==> config.mk <==
export PLATFORM = sky130hd
export DESIGN_NAME = board_mem_rmw
export DESIGN_NICKNAME = d
export VERILOG_FILES = /design/src/rtl/board_mem_rmw.sv
export SDC_FILE = /design/constraint.sdc
export NUM_CORES = 1
export LEC_CHECK = 0
export CORE_MARGIN = 1
export CORE_UTILIZATION = 55
export CTS_CLUSTER_SIZE = 16
export DETAILED_ROUTE_END_ITERATION = 10
export PLACE_DENSITY = 0.7
export SYNTH_ARGS = -nofsm -noshare
export SYNTH_HDL_FRONTEND = slang
export SYNTH_SLANG_ARGS = --single-unit
==> constraint.sdc <==
create_clock -name clk -period 7.4 [get_ports clk]
set_clock_uncertainty 0.2 [all_clocks]
set_input_delay 1.11 -clock clk [delete_from_list [all_inputs] [get_ports clk]]
set_output_delay 1.11 -clock clk [all_outputs]
set_load 0.01 [all_outputs]
==> src/rtl/board_mem_rmw.sv <==
// rtl/board_mem_rmw.sv - game-board cell memory with RMW port, sweep clear and ship counter
module board_mem_rmw #(
  parameter int X_SIZE       = 12,
  parameter int Y_SIZE       = 12,
  parameter int X_ADDR_WIDTH = 4,
  parameter int Y_ADDR_WIDTH = 4,
  parameter int DATA_WIDTH   = 2,
  parameter logic [DATA_WIDTH-1:0] COUNT_CODE = 2'b01,
  parameter int CNT_WIDTH    = 8
) (
  input  logic                                 clk,
  input  logic                                 rst_n,
  input  logic                                 clear_req,
  input  logic                                 wr_en,
  input  logic [X_ADDR_WIDTH+Y_ADDR_WIDTH-1:0] wr_addr,
  input  logic [DATA_WIDTH-1:0]                wr_data,
  output logic                                 wr_ack,
  output logic                                 wr_err,
  output logic                                 busy,
  input  logic [X_ADDR_WIDTH+Y_ADDR_WIDTH-1:0] rd_a_addr,
  output logic [DATA_WIDTH-1:0]                rd_a_data,
  input  logic                                 rd_b_en,
  input  logic [X_ADDR_WIDTH+Y_ADDR_WIDTH-1:0] rd_b_addr,
  output logic [DATA_WIDTH-1:0]                rd_b_data,
  output logic                                 rd_b_valid,
  output logic [CNT_WIDTH-1:0]                 ship_cnt
);

  localparam int AW    = X_ADDR_WIDTH + Y_ADDR_WIDTH;
  localparam int CELLS = X_SIZE * Y_SIZE;
  localparam int IDX_W = (CELLS > 1) ? $clog2(CELLS) : 1;

  typedef enum logic [1:0] {CLEAR, IDLE, WR_RD, WR_UPD} state_t;

  state_t                state;
  logic [IDX_W-1:0]      sweep_idx;
  logic [IDX_W-1:0]      wr_idx_q;
  logic [DATA_WIDTH-1:0] wr_data_q;
  logic [DATA_WIDTH-1:0] old_q;
  logic [DATA_WIDTH-1:0] mem [CELLS];

  logic                  mem_we;
  logic [IDX_W-1:0]      mem_widx;
  logic [DATA_WIDTH-1:0] mem_wdata;
  logic [DATA_WIDTH-1:0] rd_a_val;
  logic [DATA_WIDTH-1:0] rd_b_val;

  function automatic logic in_range(input logic [AW-1:0] a);
    return (int'(a[AW-1:Y_ADDR_WIDTH]) < X_SIZE) && (int'(a[Y_ADDR_WIDTH-1:0]) < Y_SIZE);
  endfunction

  // x-major linear index: consecutive indices walk y first, then x
  function automatic logic [IDX_W-1:0] cell_idx(input logic [AW-1:0] a);
    return IDX_W'(int'(a[AW-1:Y_ADDR_WIDTH]) * Y_SIZE + int'(a[Y_ADDR_WIDTH-1:0]));
  endfunction

  // Select the single memory write source: sweep zeroing or the RMW commit
  always_comb begin
    mem_we    = 1'b0;
    mem_widx  = sweep_idx;
    mem_wdata = '0;
    if (rst_n) begin
      if (state == CLEAR) begin
        mem_we = 1'b1;
      end else if (state == WR_UPD) begin
        mem_we    = 1'b1;
        mem_widx  = wr_idx_q;
        mem_wdata = wr_data_q;
      end
    end
  end

  // Cell storage; contents are defined by the sweep rather than by reset
  always_ff @(posedge clk) begin
    if (mem_we) mem[mem_widx] <= mem_wdata;
  end

  // Read data is forced to zero while sweeping and for addresses off the board
  always_comb begin
    rd_a_val = '0;
    rd_b_val = '0;
    if (state != CLEAR && in_range(rd_a_addr)) rd_a_val = mem[cell_idx(rd_a_addr)];
    if (state != CLEAR && in_range(rd_b_addr)) rd_b_val = mem[cell_idx(rd_b_addr)];
  end

  // Registered read ports; port B holds its data between strobes
  always_ff @(posedge clk) begin
    if (!rst_n) begin
      rd_a_data  <= '0;
      rd_b_data  <= '0;
      rd_b_valid <= 1'b0;
    end else begin
      rd_a_data  <= rd_a_val;
      rd_b_valid <= rd_b_en;
      if (rd_b_en) rd_b_data <= rd_b_val;
    end
  end

  // Control FSM: sweep clear, write acceptance, read-old then commit with count update
  always_ff @(posedge clk) begin
    if (!rst_n) begin
      state     <= CLEAR;
      sweep_idx <= '0;
      busy      <= 1'b1;
      ship_cnt  <= '0;
      wr_ack    <= 1'b0;
      wr_err    <= 1'b0;
      wr_idx_q  <= '0;
      wr_data_q <= '0;
      old_q     <= '0;
    end else begin
      wr_ack <= 1'b0;
      wr_err <= 1'b0;
      case (state)
        CLEAR: begin
          ship_cnt <= '0;
          if (wr_en) wr_err <= 1'b1;
          if (sweep_idx == IDX_W'(CELLS - 1)) begin
            state     <= IDLE;
            busy      <= 1'b0;
            sweep_idx <= '0;
          end else begin
            sweep_idx <= sweep_idx + 1'b1;
          end
        end
        IDLE: begin
          if (clear_req) begin
            state     <= CLEAR;
            sweep_idx <= '0;
            busy      <= 1'b1;
            ship_cnt  <= '0;
            if (wr_en) wr_err <= 1'b1;
          end else if (wr_en) begin
            if (in_range(wr_addr)) begin
              wr_idx_q  <= cell_idx(wr_addr);
              wr_data_q <= wr_data;
              state     <= WR_RD;
              busy      <= 1'b1;
            end else begin
              wr_err <= 1'b1;
            end
          end
        end
        WR_RD: begin
          if (wr_en) wr_err <= 1'b1;
          old_q <= mem[wr_idx_q];
          state <= WR_UPD;
        end
        WR_UPD: begin
          if (wr_en) wr_err <= 1'b1;
          if (old_q != COUNT_CODE && wr_data_q == COUNT_CODE) ship_cnt <= ship_cnt + 1'b1;
          else if (old_q == COUNT_CODE && wr_data_q != COUNT_CODE) ship_cnt <= ship_cnt - 1'b1;
          wr_ack <= 1'b1;
          state  <= IDLE;
          busy   <= 1'b0;
        end
        default: begin
          state     <= CLEAR;
          sweep_idx <= '0;
          busy      <= 1'b1;
        end
      endcase
    end
  end

endmodule

==> results.md <==
- For this run, the detailed router's first-pass iteration total came to 9.
- For this block, the initial DRC count from the detailed router was 1909.
- The total of max-cap violations is 0.
- The total routed wirelength is 59900 um.
- The utilization after layout is 0.607.
- The filler cells instantiated in the layout total 2657.
- After clock tree synthesis, the flow added hold-fix buffers numbering 0.
- The count of buffers added on input and output ports is 46.
- The standard cell core area is 35500 um2.
- The worst hold-check path type is reg2reg.
- The sort of element at the end of the critical path is a flip-flop.
- The leakage power of the design is 0.00662 uW.
- OpenSTA, run right after detailed placement, puts the worst setup slack at 2340 ps.
- Based on the critical path, the design can be clocked at up to 217 MHz.
- The maximum number of pins on one net before global-route repair is 111.
- Synthesis produced a netlist whose cell count is 1449.
- The maximum level of the CTS H-tree is 2.
- The largest single stage delay on the critical path is 830 ps.
- Synthesis inferred 326 register bits.
- The count of distinct cell types in the synthesized netlist is 81.
- The first-pass GRT wire length is 89100 um.
- Setup slack on the critical path of the routed design comes to 2800 ps.
- The height of the chip is 192 um.
- The register-to-register setup slack is 3420 ps.
- The hold violation count in the final report is 0.
- In this run the tightest slew margin relative to its limit is 0.128.
- The share of the clock period used by the worst path is 0.621.
- The number of top-level pins is 47.
- Across the VDD grid, the largest voltage drop is 0.000161 V.
- Buffers inserted during clock tree synthesis total 36.
- For the pin with the worst max-slew slack, the measured transition is 1310 ps.
- After routing, the total negative slack on setup checks comes to 0 ps.
- Counting I/O delays and the setup requirement, the final critical path takes 4600 ps.
- The via count of the first global-routing pass is 13500.
- For this run the aggregate overflow at the end of global routing stands at 0.
- Counting flops with a built-in enable in the synthesized netlist gives 288.
- The class of the most critical setup path is in2reg.
- The number of antenna violations at the first check in global routing came to 2.
- The global placement routability congestion is 1.03.
- The global-route usage over all layers is 0.337.
- The count of standard-cell rows is 69.
- Using the TritonRoute via totals, the vias-per-cell ratio works out to 7.28.
- The post-CTS repair timing setup buffer count is 0.
- The flow ran to the end, and the final reports show no timing, DRC or antenna violations.
- The largest fanout on the critical path is 15.
- STA puts the critical path data required time at 7690 ps.
- The clock slew at the register clock pins of the worst setup and hold paths is 70 ps.
- Setup repair after global routing left no endpoint under its margin.
- Once layout is done, the placed cells without fillers occupy 21600 um2.
- Dividing total power by cell area gives a power density of 205 nW/um2.
- The floorplan step defined a die boundary enclosing 36800 um2.
- The post-cts sizing count is 0.
- The mean area per synthesized cell is 13.7 um2.
- The number of warnings printed during yosys synthesis is 0.
- The fraction of registers with async set or reset after synthesis is 0.
- For this configuration, the core starts out at a cell density of 0.558.
- The share of the Yosys chip area taken by registers is 0.475.
- The number of nets in the synthesized netlist is 1520.
- The longest clock path from root to sink contains 3 buffers.
- The most numerous cell type found on the critical path is sky130_fd_sc_hd__mux2i_1.
- From left edge to right edge, the die measures 192 um.
- After synthesis the cells add up to 19800 um2.
- The layout net count is 1515.
- In the final routed layout, each cell accounts on average for 31.0 um.
- The post-detailed-route DRC marker count is 0.
- In this run the remaining antenna-violating nets after routing total 0.
- The fraction of final layout cells sized beyond drive strength 1 is 0.226.
- Traced cell by cell, the critical path runs through clkdlybuf4s50_1 -> ha_1 -> fa_2 -> nor2b_1 -> a22oi_1 -> and3_1 -> a31oi_1 -> mux2i_1 -> mux2i_1 -> o211a_1.
- The area added between synthesis and finish is 8.89%.
- The count of endpoints failing setup in the final report is 0.
- The max-slew violation count is 0.
- For this run, the leading register cell type out of synthesis is sky130_fd_sc_hd__edfxtp_1.
- The detailed-placement wirelength estimate is 41200 um.
- TritonCTS built the clock tree.
- The sort of element at the start of the critical path is a primary input.
- The data arrival time at the worst-slack endpoint is 4890 ps.
- The number of vias in the routed layout is 14100.
- Summing all placed instances gives a cell area of 20400 um2.
- Among all stages on the critical path, the largest delay is contributed by sky130_fd_sc_hd__fa_2.
- Clock latency on the worst-skew pair, taken at its later pin, is 540 ps.
- The library cell used as clock root buffer is sky130_fd_sc_hd__clkbuf_16.
- The sink count of the clock tree is 326.
## per-layer routing
layer  GRT usage  part of all wire  vias up
met5     0.00824                 0        -
met4       0.183             0.061        0
met3       0.108              0.13      227
met2       0.494              0.44     1033
met1       0.446              0.36     7055
li1            -                 -     5766
## cell usage in the layout, fill, tap and decap left out, types with 7 or more instances in the layout
cell type | Yosys | layout
sky130_fd_sc_hd__a21boi_0 | 12 | 12
sky130_fd_sc_hd__nor3_1 | 14 | 14
sky130_fd_sc_hd__inv_1 | 29 | 29
sky130_fd_sc_hd__clkbuf_16 | 0 | 37
sky130_fd_sc_hd__mux4_2 | 210 | 210
sky130_fd_sc_hd__clkinv_2 | 0 | 8
sky130_fd_sc_hd__nand2b_1 | 11 | 11
sky130_fd_sc_hd__a31oi_1 | 11 | 11
sky130_fd_sc_hd__or3_1 | 8 | 8
sky130_fd_sc_hd__nand2_1 | 101 | 101
sky130_fd_sc_hd__clkdlybuf4s50_1 | 0 | 42
sky130_fd_sc_hd__a21oi_1 | 31 | 31
sky130_fd_sc_hd__and2_1 | 9 | 8
sky130_fd_sc_hd__xor2_1 | 12 | 12
sky130_fd_sc_hd__mux2_2 | 15 | 15
sky130_fd_sc_hd__ha_1 | 33 | 33
sky130_fd_sc_hd__o31ai_1 | 9 | 9
sky130_fd_sc_hd__xnor2_1 | 12 | 11
sky130_fd_sc_hd__edfxtp_1 | 288 | 288
sky130_fd_sc_hd__a22oi_1 | 26 | 26
sky130_fd_sc_hd__nand4_1 | 13 | 13
sky130_fd_sc_hd__o21ai_0 | 27 | 27
sky130_fd_sc_hd__or2_2 | 13 | 13
sky130_fd_sc_hd__nand3_1 | 40 | 40
sky130_fd_sc_hd__mux2i_1 | 49 | 49
sky130_fd_sc_hd__and3_1 | 7 | 7
sky130_fd_sc_hd__buf_4 | 16 | 24
sky130_fd_sc_hd__clkbuf_1 | 46 | 7
sky130_fd_sc_hd__nor2b_1 | 22 | 22
sky130_fd_sc_hd__nand3b_1 | 7 | 7
sky130_fd_sc_hd__dfxtp_1 | 38 | 35
sky130_fd_sc_hd__nor2_1 | 185 | 184
## worst max-delay path: cells and delay by family
family | cells | cell delay, ps
multiplexers | 2 | 410
AO/OA/AOI/OAI | 3 | 890
adder cells (fa/ha/maj) | 2 | 1110
buffers and inverters | 1 | 540
AND/OR/NAND/NOR | 2 | 810
## flip-flops by register name, summed over array words and instances (netlist names)
signal,cells
rd_a_data,2
rd_b_valid,1
busy,1
state,2
ship_cnt,8
mem,288
sweep_idx,8
rd_b_data,2
wr_ack,1
old_q,2
wr_idx_q,8
wr_err,1
wr_data_q,2
## power breakdown
part,internal (uW),switching (uW)
clock,1030,758
sequential,1980,19.7
combinational,232,391
## area by class of cell
type | instances | area (um2) | area share
clock inverter | 21 | 195 | 0.00906
inverter | 29 | 109 | 0.00505
clock buffer | 44 | 952 | 0.0442
antenna | 3 | 7.51 | 0.000348
multi-input combinational | 983 | 9670 | 0.449
tap | 461 | 577 | 0.0268
sequential | 326 | 9420 | 0.437
timing repair buffer | 68 | 626 | 0.0290
## kinds of logic after synthesis
family | count (synthesis) | share of synthesized area
xor gates and xnor gates | 24 | 0.0106
and+or+nand+nor | 454 | 0.106
AOI/OAI and AO/OA | 190 | 0.0694
DFF | 326 | 0.475
buffers and inverters | 140 | 0.0372
muxes | 275 | 0.274
adders and majority gates | 40 | 0.0279
## cell usage after synthesis (all sizes together) (6+ instances only)
library cell  instances  share of area
a2111oi               6         0.0027
a211oi                7         0.0029
a21boi               12         0.0046
a21oi                31         0.0078
a22oi                26         0.0099
a31oi                11         0.0035
and2                 10         0.0032
and3                  7         0.0022
buf                  65          0.023
clkbuf               46         0.0087
dfxtp                38          0.038
edfxtp              288           0.44
fa                    7         0.0071
ha                   33          0.021
inv                  29         0.0055
mux2                 15         0.0085
mux2i                49          0.025
mux4                211           0.24
nand2               101          0.019
nand2b               11         0.0035
nand3                40          0.010
nand3b                7         0.0027
nand4                13         0.0041
nor2                185          0.035
nor2b                22         0.0070
nor3                 14         0.0035
o21ai                29         0.0073
o31ai                10         0.0045
or2                  18         0.0057
or3                   8         0.0025
xnor2                12         0.0053
xor2                 12         0.0053
## per-stage QoR
step / std cells / hold WS, ps / power (uW)
2_1_floorplan: 1449 / 243 / 2450
3_3_place_gp: 1867 / 252 / 2640
3_5_place_dp: 1867 / 262 / 2640
4_1_cts: 1932 / 278 / 4400
5_1_grt: 1933 / 295 / 4510
6_report: 1935 / 275 / 4410
## path summary, 6_finish.rpt
check	startpoint	to	cells past startpoint
worst max-delay path	rd_b_addr[5]	rd_b_data[1]	10
worst min-delay path	wr_data_q[0]	wr_data_q[0]	2
worst max register to register	state[0]	mem[70][0]	7
worst min register to register	wr_data_q[0]	wr_data_q[0]	2
(Power assumes the default switching activity.)
